==> src/rtl/mem_access_sequencer.sv <==
// Memory-stage sequencer: word/byte loads and stores plus two-phase indirect
// accesses over a handshaked memory port, stalling the pipeline until done.
module mem_access_sequencer #(
   parameter int DATA_WIDTH = 16,
   parameter int ADDR_WIDTH = 16,
   parameter int BE_WIDTH   = DATA_WIDTH / 8
) (
   input  logic                  clk,
   input  logic                  rst,
   input  logic                  req_valid,
   input  logic                  req_write,
   input  logic                  req_byte,
   input  logic                  req_indirect,
   input  logic [ADDR_WIDTH-1:0] req_addr,
   input  logic [DATA_WIDTH-1:0] req_wdata,
   output logic                  resp_valid,
   output logic [DATA_WIDTH-1:0] resp_rdata,
   output logic                  stall,
   output logic [ADDR_WIDTH-1:0] mem_address,
   output logic                  mem_read,
   output logic                  mem_write,
   output logic [BE_WIDTH-1:0]   mem_byte_enable,
   output logic [DATA_WIDTH-1:0] mem_wdata,
   input  logic [DATA_WIDTH-1:0] mem_rdata,
   input  logic                  mem_resp
);

   localparam int LSB = $clog2(BE_WIDTH);
   localparam logic [ADDR_WIDTH-1:0] ALIGN_MASK = ~ADDR_WIDTH'(BE_WIDTH - 1);

   typedef enum logic [1:0] {IDLE, PTR, ACCESS, DONE} state_t;

   // Handshake: req_valid is held by the requester until the one-cycle
   // resp_valid pulse; the memory holds mem_read/mem_write until mem_resp.
   state_t state;
   state_t state_next;

   logic                  lat_write;
   logic                  lat_byte;
   logic [ADDR_WIDTH-1:0] lat_addr;
   logic [DATA_WIDTH-1:0] lat_wdata;
   logic [LSB-1:0]        lane;
   logic [7:0]            lane_rdata;

   assign lane  = lat_addr[LSB-1:0];
   assign stall = req_valid & ~resp_valid;

   always_ff @(posedge clk) begin
      if (rst) state <= IDLE;
      else     state <= state_next;
   end

   always_comb begin
      state_next = state;
      case (state)
         IDLE:    if (req_valid) state_next = req_indirect ? PTR : ACCESS;
         PTR:     if (mem_resp)  state_next = ACCESS;
         ACCESS:  if (mem_resp)  state_next = DONE;
         DONE:    state_next = IDLE;
         default: state_next = IDLE;
      endcase
   end

   always_comb begin
      lane_rdata = 8'h00;
      for (int i = 0; i < BE_WIDTH; i++) begin
         if (lane == LSB'(i)) lane_rdata = mem_rdata[8*i +: 8];
      end
   end

   // Request fields are captured once in IDLE; the pointer phase overwrites
   // the address with the fetched pointer.
   always_ff @(posedge clk) begin
      if (rst) begin
         lat_write  <= 1'b0;
         lat_byte   <= 1'b0;
         lat_addr   <= '0;
         lat_wdata  <= '0;
         resp_rdata <= '0;
      end else begin
         case (state)
            IDLE: begin
               if (req_valid) begin
                  lat_write <= req_write;
                  lat_byte  <= req_byte;
                  lat_addr  <= req_addr;
                  lat_wdata <= req_wdata;
               end
            end
            PTR: begin
               if (mem_resp) lat_addr <= mem_rdata[ADDR_WIDTH-1:0];
            end
            ACCESS: begin
               if (mem_resp && !lat_write) begin
                  if (lat_byte) resp_rdata <= {{(DATA_WIDTH-8){1'b0}}, lane_rdata};
                  else          resp_rdata <= mem_rdata;
               end
            end
            default: ;
         endcase
      end
   end

   always_comb begin
      mem_read        = 1'b0;
      mem_write       = 1'b0;
      mem_address     = '0;
      mem_byte_enable = '1;
      mem_wdata       = '0;
      resp_valid      = 1'b0;
      case (state)
         PTR: begin
            mem_read    = 1'b1;
            mem_address = lat_addr & ALIGN_MASK;
         end
         ACCESS: begin
            mem_read    = ~lat_write;
            mem_write   = lat_write;
            mem_address = lat_addr & ALIGN_MASK;
            if (lat_byte) begin
               mem_byte_enable = BE_WIDTH'(1) << lane;
               if (lat_write) begin
                  for (int i = 0; i < BE_WIDTH; i++) begin
                     if (lane == LSB'(i)) mem_wdata[8*i +: 8] = lat_wdata[7:0];
                  end
               end
            end else if (lat_write) begin
               mem_wdata = lat_wdata;
            end
         end
         DONE:    resp_valid = 1'b1;
         default: ;
      endcase
   end

endmodule

==> config.mk <==
export PLATFORM = sky130hd
export DESIGN_NAME = mem_access_sequencer
export DESIGN_NICKNAME = d
export VERILOG_FILES = /design/src/rtl/mem_access_sequencer.sv
export SDC_FILE = /design/constraint.sdc
export NUM_CORES = 1
export LEC_CHECK = 0
export BUFFER_PORTS_ARGS = -buffer_cell sky130_fd_sc_hd__buf_4
export CAP_MARGIN = 20
export CORE_MARGIN = 10
export CORE_UTILIZATION = 25
export CTS_CLUSTER_SIZE = 8
export DETAILED_ROUTE_END_ITERATION = 6
export PLACE_DENSITY = 0.5
export SLEW_MARGIN = 0
export SYNTH_ARGS = -nofsm -noshare
export SYNTH_HDL_FRONTEND = slang
export SYNTH_SLANG_ARGS = --single-unit
==> constraint.sdc <==
create_clock -name clk -period 1.79 [get_ports clk]
set_input_delay 0 -clock clk [delete_from_list [all_inputs] [get_ports clk]]
set_output_delay 0 -clock clk [all_outputs]
set_load 0.03 [all_outputs]
Yosys cells after proc, flatten, opt, wreduce, memory -nomap -nowiden
Index checks and enable logic that the tools add are counted.
- flip-flop bits (word level): 52
- input port bits: 55
- output and inout bits: 54
- logic and storage cells: 47
- eq/ne operators: 6
- shift-type cells: 1
- muxes and demuxes: 22
- bitwise operators: 3
- reductions and logical operators: 9
- operator list (cell ; count):
    2-to-1 mux 16 bit ; 8
    case mux 16 bit (2 select lines) ; 1
    2-to-1 mux 8 bit ; 3
    2-to-1 mux 2 bit ; 6
    case mux 2 bit (4 select lines) ; 1
    inequality test 2 bit, second input constant ; 3
    AND reduction 3 bit ; 2
    equality test 2 bit, second input constant ; 2
    AND reduction 2 bit ; 2
    equality test 2 x 1 -> 1 bit, second input constant ; 1
    logical NOT 2 bit ; 1
    2-to-1 mux 1 bit ; 2
    inverter 1 bit ; 2
    case mux 1 bit (2 select lines) ; 1
    nonzero test 2 bit ; 1
    OR reduction 2 bit ; 1
    left shift 1 x 1 -> 2 bit, first input constant ; 1
    AND 1 bit ; 1
    logical AND 1 bit ; 1
    logical NOT 1 bit ; 1

Longest topological paths before layout
Gate-level depths: netlist of run 1.
- word-level depth: 4
- depth in mapped cells: 8
- gate-level depth less buffers: 5

Worst setup path before layout of run 1
Ideal clock, no wire load.
- path kind: reg2reg
- start: register state[1]
- end: register lat_addr[10]
- library setup time: 80 ps
- data arrival time: 1682 ps
- data required time: 1710 ps
- slack: 28 ps
- cell stages (with the launch flop): 9
- buffers on the path: 3
- clock period less this slack: 1762 ps
- path through: dfxtp_1 -> inv_1 -> ha_1 -> buf_6 -> mux2_4 -> and2_4 -> buf_6 -> buf_6 -> a211oi_2
- longest elaborated chain between the ends: 3
- elaborated cells on any way between the ends: 7
- those cells by class: 3 x eq/ne; 1 x mux; 3 x reduce/logical
- RTL lines (what ; RTL line ; RTL):
    start, declared ; 35 ; state_t state;
    start signal, assigned ; 50 ; else state <= state_next;
    equality test 2 x 1 -> 1 bit or logical NOT 2 bit (tied branches) ; 81 ; case (state)
    inequality test 2 bit (no line) or nonzero test 2 bit (tied branches) ; n/a ;
    AND reduction 3 bit (no line) ; n/a ;
    end signal, assigned ; 86 ; lat_addr <= req_addr;
    end signal, assigned ; 91 ; if (mem_resp) lat_addr <= mem_rdata[ADDR_WIDTH-1:0];
    end, declared ; 40 ; logic [ADDR_WIDTH-1:0] lat_addr;
Several ways; a longest one is shown, not always the timed one.
A chain may end at the register's enable or synchronous reset.

Final worst setup path of run 1
- start: register state[0]
- end: output mem_wdata[3]
- longest elaborated chain between the ends: 2
- RTL lines (what ; RTL line ; RTL):
    equality test 2 bit ; 111 ; case (state)
    2-to-1 mux 16 bit ; 111 ;
    end, declared ; 23 ; output logic [DATA_WIDTH-1:0] mem_wdata,
No other way between the ends.

==> summary.md, run 1 <==
| Metric | Value |
|---|---|
| Num CTS Buffers | 5 |
| Final Core Density | roughly 39% |
| Period utilization | roughly 93% |
| Final WL | approximately 9600 um |
| H-tree depth | 2 |
| Critical path type | flip-flop to output port |
| Fin Setup TNS | 0 ps |
| Tot GR Track Use | between 10% and 20% |
| Worst clock skew | 4.45 ps |
| Post-DP Area | 0.00358 mm2 |
| DR vias/cell | roughly 4.4 |
| Avg Cell Area, Syn | between 8 and 9 um2 |
| Async set or reset register ratio after synthesis | 0% |
| Syn-to-layout area delta | 53.5% |
| Final worst slack | between 100 and 150 ps |
| Clock Tree Buf Depth | 2 |
| Vias | between 2,000 and 3,000 |
| Syn. warnings | 0 |
| Hpwl dp | ~7000 um |
| R2R Setup Slk | around 120 ps |
| Clk root buf | clkbuf_8 |
| Post-synth top cells | 59 x a21oi_1, 56 x nand2_1, 52 x dfxtp_1, 27 x and2_1 |
| Placed insts | between 500 and 600 |
| Critical path fanouts, max | 8 |
| DRC | 0 |
| Fmax | 598 MHz |
| Die Ht | between 100 and 150 um |
| Nets@finish | ~510 |
| Outcome | complete, no violations |
| Worst setup EP type | output port |
| IO Port Bufs | between 100 and 150 |
| Routed WL per cell | 16.2 um |
| Vias in the first global route | 2,846 |
| Most common cell in the netlist | a21oi_1 |
| Row count | 37 |
| Worst skew pair latency | roughly 300 ps |
| First-pass GRT wire length | around 15,000 um |
| CTS tree | done |
| Setup crit start kind | flip-flop |
| Max-Cap Viols | 0 |
| Net Count, Synth | 380 |
| Hold WC Path Type | input pin to flip-flop |
| ANT cells | 0 |
| VDD IR max | around 0.52 mV |
| Starting density of the core | about 26% |
| Post-synth EDFFs | 0 |
| PnR Total Power | around 5.3 mW |
| Worst EP arrival | between 1500 and 2000 ps |
| Pre-antenna DRT Iters | 4 |
| CTS sink cnt | 52 |
| Worst endpoint required time | about 1800 ps |
| Final slew viol count | 0 |
| Post-Syn Instances | ~320 |
| Area leader, netlist | dfxtp_1 |
| Pleak | about 1.7 nW |
| CTS clock-pin slew for the worst setup and hold paths | 100 ps |
| Final Setup Violations | 0 |
| Core area | about 0.010 mm2 |
| Yosys top cell area share | slightly below 40% |
| Final hold vios | 0 |
| Minimum clock period | approximately 1700 ps |
| Pin count of the biggest net entering global routing | 54 |
| Synth Register Bits | 52 |
| Smallest hold slack | roughly 16 ps |
| Gpl congestion | 0.752 |
| Total power divided by cell area | between 1000 and 1500 mW/mm2 |
| Post-route cell area | 0.00404 mm2 |
| Synth top area cells | dfxtp_1 40%, a21oi_1 11%, nand2_1 8.0% |
| Mapped Area | between 0.002 and 0.003 mm2 |
| Die width | roughly 120 um |
| Layout cells sized above 1 | 32.2% |
| Grt ovf | 0 |
| Antenna violations before repair | 0 |
| Worst-margin pin slew | around 630 ps |
| Final antenna-violating net count | 0 |
| Dominant synthesized flop cell | dfxtp_1 |
| RSZ-0062 raised after global routing | yes |
| Seq/Total Area, Yosys | approximately two fifths |
| Die Area | 0.0150 mm2 |
| Relative slew margins | slightly below 60% |
| Non-Filler Instances | ~590 |
| Post-Place Setup Slack | 44.5 ps |
| Initial drt markers | between 100 and 150 |
| Netlist cell types | 25 |
| Ports | between 100 and 150 |
==> kinds of logic (layout without fill, tap and decap cells) <==
| family | after synthesis | count (layout) | synth area share [%] |
|---|---|---|---|
| DFF | 52 | 52 | 39.6 |
| muxes | 19 | 19 | 7.42 |
| buffers and inverters | 27 | 162 | 5.00 |
| other | 1 | 1 | 0.143 |
| and+or+nand+nor | 125 | 125 | 23.4 |
| adders and majority gates | 7 | 7 | 3.33 |
| AOI/OAI and AO/OA | 87 | 87 | 21.2 |
==> worst max-delay path, cell delays in order, from the launching register on <==
cell	delay [ps]
dfxtp_2	360
inv_1	120
ha_2	240
nand2_1	80
nor2_1	90
buf_4	160
and2_1	150
buf_4	160
==> power breakdown <==
| group | total [mW] | leakage [nW] | switching [mW] | internal, mW |
|---|---|---|---|---|
| combinational | 2.63 | 1.23 | 1.53 | 1.09 |
| clock | 0.982 | 0.0687 | 0.419 | 0.563 |
| sequential | 1.69 | 0.427 | 0.193 | 1.49 |
==> sequential cells by signal, indices dropped and copies added (netlist names) <==
register    cells
lat_byte        1
state           2
lat_write       1
resp_rdata     16
lat_addr       16
lat_wdata      16
==> cell usage in the layout (no fill, tap or decap), drive strengths merged <==
master,n
buf,122
a21oi,59
nand2,56
dfxtp,52
dlygate4sd3,30
and2,28
a211oi,25
nor2,18
mux2i,18
nor2b,10
nand3b,10
ha,7
clkbuf,5
inv,3
nand2b,2
bufinv,2
o21a,1
and3b,1
a211o,1
o21bai,1
mux2,1
conb,1
==> final timing paths <==
check | start | end | cells past startpoint
setup / recovery | state[0]$_SDFFE_PP0P_ | mem_wdata[3] | 7
hold / removal | mem_rdata[8] | resp_rdata[8]$_SDFFE_PP0P_ | 3
setup reg to reg | state[0]$_SDFFE_PP0P_ | lat_addr[3]$_SDFFE_PP0P_ | 5
hold reg to reg | lat_wdata[10]$_SDFFE_PP0P_ | lat_wdata[10]$_SDFFE_PP0P_ | 2
==> routing by layer <==
metal	part of all wire, %	wire, um	GRT usage, %
met1	46	4390	15.2
met2	47	4480	21.0
met3	6.4	609	3.26
met4	0.82	78	2.80
met5	0	0	0
==> final cells by class <==
| cell class | count | area [um2] |
|---|---|---|
| fill | 1086 | 6240 |
| multi-input combinational | 239 | 1460 |
| timing repair buffer | 152 | 1220 |
| sequential | 52 | 1040 |
| tap | 136 | 170 |
| clock buffer | 5 | 68.8 |
| clock inverter | 3 | 68.8 |
| inverter | 2 | 7.51 |
==> what timing repair did <==
action | in CTS | in global routing
gates resized for setup | 0 | 4
buffers inserted | 0 | 2
hold buffers | 30 | 0
setup endpoints to repair | 0 | 57
endpoints found under the hold margin | 31 | 0
No activity file was read; power rests on OpenSTA's default activity.
==> inputs of run 2 (changes only) <==
Settings changed: GPL_TIMING_DRIVEN set to 1, PLACE_DENSITY 0.5 to 0.48.
Clock period 1.79 ns to 2 ns, I/O delays scaled along.
==> run 2 against run 1 <==
Utilization decreased by 0.68 points. Combinational power decreased by 12%. Clock power decreased by 28%. Hold slack got worse by 4.6 ps. Flip-flop and latch count unchanged. Register-to-register slack improved by 120 ps. Power decreased by 14%. Critical path depth decreased by 1. Worst setup slack improved by 35 ps. Design area decreased by 1.7%. Global-route usage decreased by 0.081 points. Critical path type unchanged. Largest cell class unchanged. Highest routed layer unchanged.
==> summary.md, run 2 (same netlist as run 1, synthesis figures left out) <==
| Metric | Value |
|---|---|
| Setup crit start kind | flip-flop |
| Starting density of the core | 25.6% |
| Core area | between 0.01 and 0.015 mm2 |
| Critical path fanouts, max | 8 |
| Initial drt markers | between 100 and 150 |
| Worst EP arrival | between 1500 and 2000 ps |
| Total power divided by cell area | 1140 mW/mm2 |
| Pre-antenna DRT Iters | 4 |
| Syn-to-layout area delta | 50.8% |
| Final Setup Violations | 0 |
| Num CTS Buffers | 5 |
| Critical path type | flip-flop to output port |
| Grt ovf | 0 |
| Worst setup EP type | output port |
| Final WL | between 9000 and 10,000 um |
| Tot GR Track Use | 12.2% |
| Ports | 109 |
| Clock power share | between 10% and 20% |
| Pleak | between 1.5 and 2 nW |
| H-tree depth | 2 |
| Routed WL per cell | between 15 and 20 um |
| Vias in the first global route | roughly 2,800 |
| CTS tree | done |
| Clk root buf | clkbuf_8 |
| Layout cells sized above 1 | between 30% and 40% |
| Final Core Density | ~39% |
| VDD IR max | approximately 0.60 mV |
| Max-Cap Viols | 0 |
| Fin Setup TNS | 0 ps |
| ANT cells | 0 |
| CTS clock-pin slew for the worst setup and hold paths | 90 ps |
| Sw frac | between 40% and 50% |
| Worst Setup EP | mem_wdata[3] |
| DRC | 0 |
| Worst endpoint required time | roughly 2000 ps |
| Cell depth of the worst flop-to-flop path | 5 |
| Worst skew pair latency | about 300 ps |
| Comb pwr share | around half |
| Die Ht | roughly 120 um |
| Gpl congestion | slightly below 0.8 |
| Hpwl dp | about 7000 um |
| Final slew viol count | 0 |
| Row count | 37 |
| Flop pwr share | 33.6% |
| Sw Pwr | between 1.5 and 2 mW |
| Final hold vios | 0 |
| Vias | ~2,700 |
| Hold WC Path Type | input pin to flip-flop |
| Period utilization | roughly 90% |
| Worst clock skew | ~4.5 ps |
| Minimum clock period | 1850 ps |
| Critical R2R Capture | lat_addr[1]$_SDFFE_PP0P_ |
| Die width | around 120 um |
| Clock Tree Buf Depth | 2 |
| Relative slew margins | between 50% and 60% |
| First-pass GRT wire length | between 10,000 and 15,000 um |
| Hold Crit Depth | 3 |
| RSZ-0062 raised after global routing | no |
| R2R Setup Slk | between 200 and 250 ps |
| Pin count of the biggest net entering global routing | 54 |
| CTS sink cnt | 52 |
| Fmax | 541 MHz |
| Commonest non-fill, non-tap cell in the layout | buf_4 |
| Registers with the most flip-flops | lat_addr: 16 flops, lat_wdata: 16 flops, resp_rdata: 16 flops |
| DR vias/cell | roughly 4.6 |
| Worst-margin pin slew | a little under 700 ps |
| Nets@finish | between 500 and 600 |
| Pint | between 2 and 3 mW |
| Outcome | complete, no violations |
| Antenna violations before repair | 0 |
| Most frequent cells in the layout | 117 x buf_4, 59 x a21oi_1, 56 x nand2_1, 52 x dfxtp_1, 31 x dlygate4sd3_1 |
| CP startpoint | state[0]$_SDFFE_PP0P_ |
| Crit Reg-Reg Startpoint | state[0]$_SDFFE_PP0P_ |
| Die Area | 0.0150 mm2 |
| Final antenna-violating net count | 0 |
| IO Port Bufs | roughly 110 |
[run 2: cell types whose count changed in the layout (fill, tap and decap cells not counted), sizes merged]
cell	change
inv	-1
bufinv	-1
dlygate4sd3	+1
buf	-5
[run 2: repair_timing]
| item | CTS | global route |
|---|---|---|
| endpoints found under the setup margin | 3 | 0 |
| hold buffers | 31 | 0 |
| setup buffers | 0 | 0 |
| endpoints found under the hold margin | 32 | 0 |
| gates resized for setup | 1 | 0 |
[run 2: power by group through the flow]
stage                     clock network [mW]  logic, mW  registers, mW
final                                  0.705       2.31           1.52
after global routing                   0.760       2.53           1.56
after CTS                              0.731       2.35           1.53
after detailed placement                   0       2.29           1.55
after global placement                     0       2.26           1.55
after floorplan                            0       1.59           1.57
[run 2: metal layers]
layer / up-vias / GRT usage, % / wire [um]
met2: 95 / 19.1 / 4230
met5: - / 0 / 0
met4: 0 / 4.34 / 189
met3: 14 / 3.49 / 775
met1: 1232 / 15.8 / 4250
li1: 1332 / - / -
[run 2: critical path, cell delays in order, from the launching register on]
cell and delay [ps]:
dfxtp_1 360, inv_1 140, ha_1 250, nand2_1 110, nor2_2 320, and2_1 210, buf_4 160
[run 2: final cells by class]
| cell class | count | area (um2) |
|---|---|---|
| fillers | 1091 | 6310 |
| clock inverters | 1 | 30.0 |
| multi-input cells | 239 | 1460 |
| well taps | 136 | 170 |
| clock buffers | 5 | 68.8 |
| repair buffers | 148 | 1190 |
| inverters | 2 | 7.51 |
| flip-flops and latches | 52 | 1040 |
[run 2: metrics by stage]
stage | total power, mW | instance area (um2) | setup WS [ps] | hold WS [ps] | instances
6_report | 4.53 | 3970 | 153 | 11.3 | 583
5_1_grt | 4.85 | 3970 | 2.06 | 6.35 | 583
4_1_cts | 4.60 | 3970 | 88.4 | 2.66 | 583
3_5_place_dp | 3.84 | 3550 | 252 | 254 | 546
3_3_place_gp | 3.80 | 3550 | 336 | 252 | 546
2_1_floorplan | 3.16 | 2630 | 238 | 136 | 318
[run 2: how the worst min path moves through the flow]
stage                   from                     endpoint  slack [ps]
3_3_place_gp    req_wdata[6]    lat_wdata[6]$_SDFFE_PP0P_         250
6_report       mem_rdata[11]  resp_rdata[11]$_SDFFE_PP0P_          10
4_1_cts        mem_rdata[11]  resp_rdata[11]$_SDFFE_PP0P_           3
5_1_grt        mem_rdata[11]  resp_rdata[11]$_SDFFE_PP0P_           6
2_1_floorplan  req_wdata[10]   lat_wdata[10]$_SDFFE_PP0P_         140
3_5_place_dp   req_wdata[13]   lat_wdata[13]$_SDFFE_PP0P_         250
